## src/rtl/pulse_stretcher.sv

```systemverilog
// rtl/pulse_stretcher.sv - stretches 1-clk strobes into programmable-width high windows
//
// Purpose:
//   Each strobe on pulse_in opens a window in which level_out is high for
//   max(width_cfg,1) clocks. Consecutive windows are always separated by GAP low
//   cycles. In the default build, strobes that arrive while a window or a gap is
//   in progress are counted (up to PEND_MAX) and replayed one after another.
//   When the counter is full, further strobes are dropped, and overflow reports
//   each dropped strobe for one clock.
//
// Build option:
//   PULSE_STRETCHER_RETRIG_EN - retrigger mode with no queue. A strobe during
//   HIGH restarts the window count. A strobe during GAP reopens the window on the
//   next clock. In this mode pend_cnt and overflow are tied to 0.
//
// Ports:
//   clk        in   rising-edge clock
//   rst_n      in   asynchronous active-low reset
//   pulse_in   in   strobe; each high cycle is one event
//   width_cfg  in   window length in clocks, sampled on entry to HIGH (0 acts as 1)
//   level_out  out  stretched output (registered, high while in HIGH)
//   busy       out  high whenever the FSM is not IDLE
//   pend_cnt   out  number of queued strobes awaiting replay
//   overflow   out  one-clock flag: a strobe was dropped because the queue was full

module pulse_stretcher #(
    parameter int WIDTH_W  = 8,
    parameter int GAP      = 1,
    parameter int PEND_MAX = 3,
    localparam int PCW     = $clog2(PEND_MAX + 1)
) (
    input  logic               clk,
    input  logic               rst_n,
    input  logic               pulse_in,
    input  logic [WIDTH_W-1:0] width_cfg,
    output logic               level_out,
    output logic               busy,
    output logic [PCW-1:0]     pend_cnt,
    output logic               overflow
);

    // One counter serves both the window and the gap, so it must be wide enough for either.
    localparam int GW = (GAP > 1) ? $clog2(GAP) : 1;
    localparam int CW = (WIDTH_W > GW) ? WIDTH_W : GW;

    localparam logic [CW-1:0] GAP_LOAD = CW'(GAP - 1);
    localparam logic [CW-1:0] CNT_ONE  = CW'(1);

    typedef enum logic [1:0] {
        ST_IDLE = 2'd0,
        ST_HIGH = 2'd1,
        ST_GAP  = 2'd2
    } state_t;

    state_t         state_q;
    logic [CW-1:0]  cnt_q;
    logic [CW-1:0]  w_load;

    // A width of 0 behaves as 1, so the reload value is never below zero.
    assign w_load = (width_cfg == '0) ? '0 : CW'(width_cfg - WIDTH_W'(1));

    assign level_out = (state_q == ST_HIGH);
    assign busy      = (state_q != ST_IDLE);

`ifdef PULSE_STRETCHER_RETRIG_EN

    always_ff @(posedge clk or negedge rst_n) begin
        if (!rst_n) begin
            state_q <= ST_IDLE;
            cnt_q   <= '0;
        end else begin
            case (state_q)
                ST_IDLE: begin
                    if (pulse_in) begin
                        state_q <= ST_HIGH;
                        cnt_q   <= w_load;
                    end
                end
                ST_HIGH: begin
                    if (pulse_in) begin
                        // Restart the count so the window extends from this strobe.
                        cnt_q <= w_load;
                    end else if (cnt_q == '0) begin
                        state_q <= ST_GAP;
                        cnt_q   <= GAP_LOAD;
                    end else begin
                        cnt_q <= cnt_q - CNT_ONE;
                    end
                end
                ST_GAP: begin
                    if (pulse_in) begin
                        state_q <= ST_HIGH;
                        cnt_q   <= w_load;
                    end else if (cnt_q == '0) begin
                        state_q <= ST_IDLE;
                    end else begin
                        cnt_q <= cnt_q - CNT_ONE;
                    end
                end
                default: begin
                    state_q <= ST_IDLE;
                    cnt_q   <= '0;
                end
            endcase
        end
    end

    assign pend_cnt = '0;
    assign overflow = 1'b0;

`else

    localparam logic [PCW-1:0] PEND_FULL = PCW'(PEND_MAX);
    localparam logic [PCW-1:0] PEND_ONE  = PCW'(1);

    logic [PCW-1:0] pend_q;
    logic           overflow_q;
    logic           last_gap;

    // The final GAP clock is where a queued or simultaneous strobe is consumed.
    assign last_gap = (state_q == ST_GAP) && (cnt_q == '0);

    always_ff @(posedge clk or negedge rst_n) begin
        if (!rst_n) begin
            state_q    <= ST_IDLE;
            cnt_q      <= '0;
            pend_q     <= '0;
            overflow_q <= 1'b0;
        end else begin
            overflow_q <= 1'b0;

            case (state_q)
                ST_IDLE: begin
                    if (pulse_in) begin
                        state_q <= ST_HIGH;
                        cnt_q   <= w_load;
                    end
                end
                ST_HIGH: begin
                    if (cnt_q == '0) begin
                        state_q <= ST_GAP;
                        cnt_q   <= GAP_LOAD;
                    end else begin
                        cnt_q <= cnt_q - CNT_ONE;
                    end
                end
                ST_GAP: begin
                    if (cnt_q == '0) begin
                        if ((pend_q != '0) || pulse_in) begin
                            state_q <= ST_HIGH;
                            cnt_q   <= w_load;
                        end else begin
                            state_q <= ST_IDLE;
                        end
                    end else begin
                        cnt_q <= cnt_q - CNT_ONE;
                    end
                end
                default: begin
                    state_q <= ST_IDLE;
                    cnt_q   <= '0;
                end
            endcase

            // Queue bookkeeping while a window or gap is in progress.
            // In the last gap cycle, a live strobe is used directly. If queued
            // strobes are also waiting, one is consumed and one is added, so the
            // count does not change.
            if (state_q != ST_IDLE) begin
                if (last_gap) begin
                    if (!pulse_in && (pend_q != '0)) begin
                        pend_q <= pend_q - PEND_ONE;
                    end
                end else if (pulse_in) begin
                    if (pend_q == PEND_FULL) begin
                        overflow_q <= 1'b1;
                    end else begin
                        pend_q <= pend_q + PEND_ONE;
                    end
                end
            end
        end
    end

    assign pend_cnt = pend_q;
    assign overflow = overflow_q;

`endif

endmodule

```

## config.mk

```make
export PLATFORM = sky130hd
export DESIGN_NAME = pulse_stretcher
export DESIGN_NICKNAME = d
export VERILOG_FILES = /design/src/rtl/pulse_stretcher.sv
export SDC_FILE = /design/constraint.sdc
export NUM_CORES = 1
export LEC_CHECK = 0
export CORE_MARGIN = 2
export CORE_UTILIZATION = 45
export DETAILED_ROUTE_END_ITERATION = 16
export GPL_ROUTABILITY_DRIVEN = 1
export PLACE_DENSITY = 0.69
export SLEW_MARGIN = 20
export SYNTH_ARGS = -nofsm -noshare
export SYNTH_HDL_FRONTEND = slang
export SYNTH_SLANG_ARGS = --single-unit
```

## constraint.sdc

```tcl
create_clock -name clk -period 3.33 [get_ports clk]
set_input_delay 0.666 -clock clk [delete_from_list [all_inputs] [get_ports clk]]
set_output_delay 0.666 -clock clk [all_outputs]
set_load 0.05 [all_outputs]
```

==> impl_metrics.csv, run 1 <==
group,metric,value,unit
layout,layout-drive-gt1-share,0.0515,
hold_path,hp-class,"flop to flop",
power,p_leak,0.445,nW
synthesis,synth_top_area_cell,"dfrtp_1",
sta,timing_max_transition_violations_final,0,
sta,worst_pin_slew,0.731,ns
worst_setup_path,cpPeakStageDelay,0.71,ns
clock_network,cts_tree,"yes",
synthesis,netlist_area,978,um^2
clock_network,numCtsBuffers,3,
clock_network,cts_root_buffer,"clkbuf_4",
clock_network,cts.path.max_buffers,2,
floorplan,row_count,16,
layout,antenna_cells,0,
synthesis,synth_nets,137,
global_routing,grt_overflow_total,0,
worst_setup_path,critPathCaptureType,"output port",
layout,final_common_cell,"nor2_1",
run_status,run_status,"complete, no violations",
sta,final.period_utilization,0.758,
routing,drtAntennaViolNets,0,
sta,rsz0062_at_grt,"no",
sta,slew_headroom,0.510,
clock_network,postCtsResizedCells,0,
synthesis,synth-edff-count,0,
floorplan,core,2000,um^2
clock_network,cts_sinks,13,
routing,drt_pre_antenna_iters,4,
global_routing,grt_start_max_net_pins,14,
sta,clock_skew,0.00600,ns
global_routing,grt_pass1_vias,905,
synthesis,yosysUniqueCellTypes,39,
worst_setup_path,critPathLaunchType,"flop",
sta,fmax,396,MHz
power,vdd_drop_max,0.468,mV
sta,setup_tns,0,ns
routing,routedWlPerCell,13.9,um
worst_setup_path,critical_path_peak_fanout,12,
synthesis,synth_area_leaders,"dfrtp_1, o21ai_0, nor2_1, a21oi_1, ha_1",
clock_network,postCtsHoldBufs,0,
routing,vias,941,
layout,final_util,0.584,
synthesis,synth.top_cell.area_share,0.332,
worst_setup_path,worstSetupPathType,"flop to output port",
synthesis,yosysWarnings,0,
clock_network,clock_latency,0.28,ns
synthesis,synth-async-reset-ratio,1.00,
global_routing,grt_pass1_wl,3970,um
worst_setup_path,crit_chain,"or2_2 -> clkdlybuf4s50_1",
floorplan,die_area,2560,um^2
floorplan,die_x,50.6,um
floorplan,die_h,50.6,um
sta,setup_viol,0,
routing,vias_per_cell,5.77,
worst_setup_path,cp_top_family,"buffers and inverters",
worst_setup_path,worst_ep_arrival_time,1.86,ns
worst_setup_path,slowest_stage,"clkdlybuf4s50_1",
placed_design,hpwl,1750,um
synthesis,ys_seq_elements,13,
synthesis,syn_area_per_cell,8.02,um^2
sta,hold_slack,0.587,ns
sta,finalCriticalPeriod,2.52,ns
global_routing,grt_usage,0.201,
layout,nFillCells,187,
flow_run,drv_cap,0,
clock_network,cts_max_level,1,
worst_setup_path,cp.required,2.66,ns
sta,hold_viol,0,
synthesis,synthFlopType,"dfrtp_1",
floorplan,start_util,0.489,
synthesis,yosysSeqAreaShare,0.332,
worst_setup_path,worstPathBufferInverterCount,1,
floorplan,pin_count,16,
layout,multi_input_area,612,um^2
clock_network,path_clk_slew,0.08,ns
placed_design,portBuffers,15,
placed_design,finalWeightedCongestion,0.902,
layout,regArea,325,um^2
routing,first_iter_violations,20,
layout,most-common-layout-cells,"nor2_1, clkdlybuf4s50_1, dfrtp_1",
layout,area_delta_synth_final,19.6,%
layout,nets,152,
routing,totalWireLength,2270,um
synthesis,synthCells,122,
clock_network,postCtsSetupRepairBufs,0,
routing,drc,0,
global_routing,antenna_found_initial,0,
power,p_per_area,734,nW/um^2
-- sequential cells by signal (all words and copies together), names as in the netlist --
register and flops:
cnt_q 8, overflow 1, pend_cnt 2, state_q 2
-- cells in the mapped netlist (2+ instances only) --
master and instances:
ha_1 4, nor3b_1 2, or4_1 3, nand3b_1 2, nand2_1 5, nand3_1 5
nor4_1 3, xor2_1 5, nand2b_1 2, nor3_1 4, dfrtp_1 13, o21ai_0 12
clkbuf_1 5, or3_1 3, nor2_1 16, inv_1 6, a21oi_1 10
-- worst reg2reg max path, delay by kind of cell (launching register included) --
kind | cells | cell delay, ns
AO/OA/AOI/OAI | 2 | 0.53
adder cells (fa/ha/maj) | 1 | 0.16
buffers and inverters | 1 | 0.10
AND/OR/NAND/NOR | 3 | 1.10
flip-flops | 1 | 0.43
-- final timing paths --
check                      startpoint     endpoint  slack [ns]  depth (start not counted)
max                        state_q[1]         busy        0.81                          2
min                          cnt_q[5]     cnt_q[5]        0.59                          2
max reg2reg                  cnt_q[0]     cnt_q[1]        0.85                          7
min reg2reg                  cnt_q[5]     cnt_q[5]        0.59                          2
max in group asynchronous       rst_n  pend_cnt[0]        2.18                          1
min in group asynchronous       rst_n     cnt_q[3]        0.76                          1
-- area by class of cell --
type                            count  share of cell area
Clock buffer                        4              0.0225
Inverter                            6              0.0193
Multi-Input combinational cell     98               0.523
Sequential cell                    13               0.278
Tap cell                           27              0.0289
Timing Repair Buffer               15               0.128
-- cells by family (layout without fill, tap and decap cells) --
kind of cell,count (synthesis),count (layout),share of synthesized area
XOR/XNOR,6,6,0.0537
AO/OA/AOI/OAI,35,35,0.224
multiplexers,1,1,0.0102
flip-flops,13,13,0.332
adder cells (fa/ha/maj),4,4,0.0512
buffers and inverters,11,25,0.0422
AND/OR/NAND/NOR,52,52,0.286
-- where the power goes --
group / total (mW) / switching, mW / internal, mW
Sequential: 0.301 / 0.0802 / 0.221
Combinational: 0.462 / 0.280 / 0.182
Clock: 0.0959 / 0.0494 / 0.0465
Total: 0.859 / 0.410 / 0.449
-- routing by layer --
metal,global-route usage,vias up,part of all wire
met3,0.0536,3,0.040
met2,0.333,20,0.48
met5,0,-,0
met1,0.269,440,0.48
met4,0.0270,0,0.0049
li1,-,478,-
-- stage by stage --
step	setup WS, ns	instances	area (um^2)	total power [mW]
6_report	0.807	163	1170	0.859
4_1_cts	0.800	163	1170	0.859
5_1_grt	0.727	163	1170	0.936
3_5_place_dp	0.776	159	1140	0.760
2_1_floorplan	1.01	122	978	0.628
3_3_place_gp	0.812	159	1140	0.743
Power figures use the tool's default switching activity.
==> inputs of run 2 (changes only) <==
- PLACE_DENSITY: 0.69 -> 0.72
- clock period: 3.33 -> 2.29 ns (I/O delays scaled with it)
==> run 2 against run 1 <==
Compared with the run above:
- power rose by 69%
- critical path depth rose by 2
- sequential power rose by 28%
- global-route usage rose by 1.6 points
- register-to-register slack got worse by 0.75 ns
- die area did not move
- setup slack got worse by 0.71 ns
==> impl_metrics.csv, run 2 (same netlist as run 1, synthesis figures left out) <==
group,metric,value,unit
routing,vias_per_cell,5.61,
worst_setup_path,critPathLaunchType,"flop",
routing,drc,0,
layout,nFillCells,176,
layout,fin_cells,181,
worst_setup_path,worst_ep_arrival_time,2.36,ns
floorplan,pin_count,16,
placed_design,place_inst,176,
sta,worst_pin_slew,0.619,ns
global_routing,grt_overflow_total,0,
layout,area_delta_synth_final,35.7,%
routing,routedWlPerCell,13.5,um
floorplan,die_area,2560,um^2
sta,hold_viol,0,
floorplan,start_util,0.489,
sta,clock_skew,0.00248,ns
global_routing,grt_pass1_wl,4220,um
sta,slew_headroom,0.586,
floorplan,row_count,16,
clock_network,cts_root_buffer,"clkbuf_4",
global_routing,grt_usage,0.217,
global_routing,grt_pass1_vias,970,
sta,setup_viol,0,
worst_setup_path,cp_top_family,"simple AND/OR/NAND/NOR gates",
worst_setup_path,cpPeakStageDelay,0.55,ns
clock_network,cts_tree,"yes",
placed_design,post-place-ws,-0.102,ns
routing,first_iter_violations,34,
floorplan,core,2000,um^2
layout,final_common_cell,"buf_4",
worst_setup_path,critical_path_peak_fanout,7,
worst_setup_path,cp_common_cell,"or4_4",
worst_setup_path,worstSetupPathType,"flop to flop",
layout,regArea,325,um^2
worst_setup_path,cp.required,2.45,ns
routing,vias,1016,
worst_setup_path,slowest_stage,"or4_4",
clock_network,cts_max_level,1,
clock_network,cts.path.max_buffers,2,
worst_setup_path,critPathCaptureType,"flop",
clock_network,postCtsHoldBufs,0,
routing,drt_pre_antenna_iters,4,
placed_design,finalWeightedCongestion,0.873,
layout,multi_input_area,637,um^2
sta,final.period_utilization,0.957,
layout,most-common-layout-cells,"buf_4, nor2_1, clkdlybuf4s50_1",
layout,top_register,"cnt_q",
layout,largest_reg_flops,8,
clock_network,clock_latency,0.28,ns
routing,drtAntennaViolNets,0,
global_routing,antenna_found_initial,0,
clock_network,cts_sinks,13,
placed_design,hpwl,1920,um
worst_setup_path,worstPathBufferInverterCount,0,
layout,nets,170,
flow_run,drv_cap,0,
layout,antenna_cells,0,
layout,layout-drive-gt1-share,0.201,
clock_network,path_clk_slew,0.08,ns
sta,setup_tns,0,ns
placed_design,portBuffers,15,
sta,finalCriticalPeriod,2.19,ns
sta,setup_ws,0.0978,ns
power,p_per_area,1090,nW/um^2
sta,timing_max_transition_violations_final,0,
floorplan,die_h,50.6,um
worst_setup_path,crit_chain,"or4_4 -> or4_4 -> a211o_4 -> a22o_1",
hold_path,hp-class,"primary input to async pin",
floorplan,die_x,50.6,um
power,vdd_drop_max,0.659,mV
routing,totalWireLength,2440,um
clock_network,numCtsBuffers,3,
sta,fmax,456,MHz
global_routing,grt_start_max_net_pins,14,
power,p_leak,0.533,nW
run_status,run_status,"complete, no violations",
sta,rsz0062_at_grt,"no",
[run 2: what timing repair did]
action,in CTS,in global routing
pin swaps,3,2
setup endpoints to repair,3,3
buffers inserted,1,0
endpoints found under the hold margin,0,0
resized for setup,8,1
[run 2: metrics by stage]
stage          utilization  area (um^2)  power, mW  hold slack, ns
4_1_cts              0.661         1320       1.44           0.576
2_1_floorplan            -          978      0.913           0.162
3_3_place_gp         0.634         1270       1.22           0.572
6_report             0.663         1330       1.45           0.563
5_1_grt              0.663         1330       1.57           0.611
3_5_place_dp         0.634         1270       1.25           0.576
[run 2: worst paths after layout]
check	from	endpoint	slack, ns	depth (start not counted)
hold reg to reg	cnt_q[7]	cnt_q[7]	0.61	2
setup / recovery	cnt_q[3]	cnt_q[6]	0.1	4
max in group asynchronous	rst_n	pend_cnt[0]	1.33	1
min in group clk	cnt_q[7]	cnt_q[7]	0.61	2
hold / removal	rst_n	cnt_q[5]	0.56	1
setup reg to reg	cnt_q[3]	cnt_q[6]	0.1	4
[run 2: power breakdown]
group	leakage (nW)	switching, mW	internal (mW)	total [mW]
registers	0.150	0.0648	0.321	0.385
clock network	0.0150	0.0758	0.0676	0.143
logic	0.369	0.502	0.421	0.924
[run 2: layer usage]
| layer | GRT usage | vias to the layer above | wire length (um) |
|---|---|---|---|
| met1 | 0.274 | 470 | 1110 |
| met3 | 0.0536 | 0 | 149 |
| met5 | 0 | - | 0 |
| met2 | 0.390 | 32 | 1180 |
| li1 | - | 514 | - |
| met4 | 0.0135 | 0 | 0 |
[run 2: area by class of cell]
cell class | count | share of cell area
timing repair buffer | 33 | 0.213
clock buffer | 4 | 0.0198
inverter | 6 | 0.0170
multi-input combinational | 98 | 0.480
sequential | 13 | 0.245
tap | 27 | 0.0254
==> variant 1: new RTL, flow settings as in run 2 <==
Re-encode `state_t` (3 states) as one-hot, 3 bits wide.
--- a/src/rtl/pulse_stretcher.sv
+++ b/src/rtl/pulse_stretcher.sv
@@ -47,8 +47,8 @@
     localparam logic [CW-1:0] CNT_ONE  = CW'(1);
 
-    typedef enum logic [1:0] {
-        ST_IDLE = 2'd0,
-        ST_HIGH = 2'd1,
-        ST_GAP  = 2'd2
+    typedef enum logic [2:0] {
+        ST_IDLE = 3'b001,
+        ST_HIGH = 3'b010,
+        ST_GAP  = 3'b100
     } state_t;
 
Function: no difference found for any inputs over 10 cycles, from zero or initial values and one cycle with rst_n low; not proved beyond that.
==> variant 1 against run 2 <==
Fmax rose by 3.9%; largest power group unchanged; cell area about the same; area after synthesis rose by 7.5%; total power is 18% higher; wire length is 5.8% lower; critical path type is now flop to primary output; setup slack improved by 0.082 ns; critical path depth decreased by 2; first-iteration DRC count decreased by 68%; sequential cell count is 1 higher; sequential power rose by 23%; non-clock buffer count decreased by 9.
==> variant 1: results (changes against run 2) <==
* Result of the run: finished, final reports clean (unchanged)
* Area after DPL: 1300 um2 (was 1270 um2)
* Critical Path Source: state_q[0] (was cnt_q[3])
- Class of the tightest hold or removal check: flop to flop (was input pin to async pin)
* Clock latency reported for the late side of the worst-skew pair: 0.30 ns (was 0.28 ns)
- Max-Slew Margin vs Limit: 57.6% (was 58.6%)
- Area share of fa/ha/maj cells after synthesis: 4.76% (was 5.12%)
- Sum of net half-perimeters after detailed placement: 1780 um (was 1920 um)
* Worst reg2reg setup slack: 0.34 ns (was 0.1 ns)
- The standby leakage power came to 0.563 nW (was 0.533 nW).
- The xor/xnor cell area share of the yosys netlist is 6.66% (was 5.37%).
* First-pass GRT wire length: 4200 um (was 4220 um)
- Compound-gate portion of the synthesized area: 22.1% (was 22.4%)
- Pre-CTS setup slack: 0.00765 ns (was -0.102 ns)
- The largest clock skew in the final design is 0.0197 ns (was 0.00248 ns).
* Uppermost layer routed: met4 (was met3)
* Post-synthesis net count: 125 (was 137)
- The overall global routing resource usage was 20.9% (was 21.7%).
- The stage delay of the slowest cell on the critical path came to 0.70 ns (was 0.55 ns).
- The synthesized area per cell came to 9.57 um2 (was 8.02 um2).
* Number of gates resized after cts: 0 (was 8)
- The per-cell via count in the routed design came to 5.69 (was 5.61).
* RR Startpoint: cnt_q[0] (was cnt_q[3])
- VDD IR-drop max: 0.000643 V (was 0.000659 V)
* Timing endpoint of the critical path: busy (was cnt_q[6])
* Filler Cells Inserted: 209 (was 176)
- The global-route track usage on met1 came to 26.0% (was 27.4%).
- The share of cells above drive strength 1 is 19.0% (was 20.1%).
- Placer congestion estimate: 0.824 (was 0.873)
-- variant 1: cell count changes in the layout (fill, tap and decap cells not counted), sizes merged, moves of 3 or more --
cell / run 2 / this run
inv: 6 / 10
xnor2: 1 / 7
buf: 19 / 9
a21oi: 10 / 7
xor2: 5 / 1
or4: 4 / 1
o22ai: 1 / 8
o21ai: 13 / 5
nor2: 16 / 8
nor3b: 2 / 5
a22o: 1 / 6
nand3: 5 / 1
-- variant 1: where the power goes --
part	leakage (nW)	internal, mW	switching, mW
registers	0.175	0.343	0.132
logic	0.373	0.504	0.584
clock network	0.0150	0.0678	0.0887
total	0.563	0.915	0.804
-- variant 1: area by class of cell --
type	instances	area [um2]	area share, %
clock buffer	4	26.3	1.98
multi-input combinational	85	656	49.4
sequential	14	352	26.5
tap	28	35.0	2.64
inverter	10	37.5	2.83
timing repair buffer	24	220	16.6
-- variant 1: kinds of logic after synthesis --
kind of cell / after synthesis
flops: 14
mux: 3
fa+ha+maj: 4
xor+xnor: 8
compound gates: 33
simple gates: 37
buf+inv: 11
==> variant 2: new RTL, settings of run 2 <==
Without the edit above. Change the parameter `PEND_MAX` from 3 to 2.
--- a/src/rtl/pulse_stretcher.sv
+++ b/src/rtl/pulse_stretcher.sv
@@ -27,5 +27,5 @@
     parameter int WIDTH_W  = 8,
     parameter int GAP      = 1,
-    parameter int PEND_MAX = 3,
+    parameter int PEND_MAX = 2,
     localparam int PCW     = $clog2(PEND_MAX + 1)
 ) (
Behaviour: not the same (a bounded check fails within 10 cycles, from zero or initial values and one cycle with rst_n low).
==> variant 2 against run 2 <==
Sequential cell count unchanged; setup slack lost 0.035 ns; area after synthesis is 8.1% higher; global-route usage up 0.20 points; first-iteration DRC count rose by 26%; wire length is 15% higher; total power rose by 20%; count of clock-buffer cells in the layout fell by 1; combinational power up 26%; cell area is 9.5% higher.
==> variant 2: results (changes against run 2) <==
* Worst-case clock skew: 0.0104 ns (was 0.00248 ns)
- The post-route total power is 1.74 mW (was 1.45 mW).
- The met2 global-route usage was 37.7% (was 39.0%).
* Post-synthesis sequential area ratio: 30.8% (was 33.2%)
- Total wirelength of the detailed-routed design: 2810 um (was 2440 um)
* Number of gates resized after cts: 3 (was 8)
* Result of the run: finished, final reports clean (unchanged)
- Number of placed instances, taps included: 189 (was 176)
- Crit Path Max Fanout: 6 (was 7)
* Total met2 wirelength after detailed routing: 1350 um (was 1180 um)
- Filler Cells Inserted: 196 (was 176)
- Max-Slew Margin vs Limit: 58.3% (was 58.6%)
* Synth unique cells: 43 (was 39)
- The number of instances in the synthesized netlist was 128 (was 122).
- Setup Fix Bufs, Post-CTS: 0 (was 1)
- The number of global-route vias before repair was 1075 (was 970).
* Average wire per cell in the routed design: 14.5 um (was 13.5 um)
* Area after DPL: 1390 um2 (was 1270 um2)
* Placer congestion estimate: 0.884 (was 0.873)
- The sequential group power was 0.430 mW (was 0.385 mW).
- The standby leakage power is 0.608 nW (was 0.533 nW).
* Arrival time of the worst setup path: 2.40 ns (was 2.36 ns)
* Layout cells sized above 1: 25.9% (was 20.1%)
* Met1 wire length: 1250 um (was 1110 um)
- The initial DRC count was 43 (was 34).
- Uppermost layer routed: met4 (was met3)
* First-pass GRT wire length: 4550 um (was 4220 um)
variant 2: worst paths after layout:
kind	startpoint	end	slack, ns	cells past startpoint
hold reg to reg	cnt_q[1]	cnt_q[1]	0.58	2
max in group asynchronous	rst_n	cnt_q[1]	1.33	1
hold / removal	rst_n	overflow	0.55	1
setup reg to reg	cnt_q[0]	cnt_q[3]	0.06	6
setup / recovery	cnt_q[0]	cnt_q[3]	0.06	6
min in group clk	cnt_q[1]	cnt_q[1]	0.58	2
variant 2: area by class of cell:
type / instances / area, um2 / share of cell area [%]
clock buffers: 3 / 22.5 / 1.55
repair buffers: 39 / 328 / 22.5
clock inverters: 1 / 5.00 / 0.344
flip-flops and latches: 13 / 325 / 22.4
well taps: 28 / 35.0 / 2.41
multi-input cells: 99 / 697 / 47.9
inverters: 11 / 41.3 / 2.84
variant 2: cells by family after synthesis:
kind of cell | synth area share (%)
compound gates | 30.2
simple gates | 22.3
buf+inv | 6.86
flops | 30.8
xor+xnor | 3.31
fa+ha+maj | 4.73
mux | 1.89
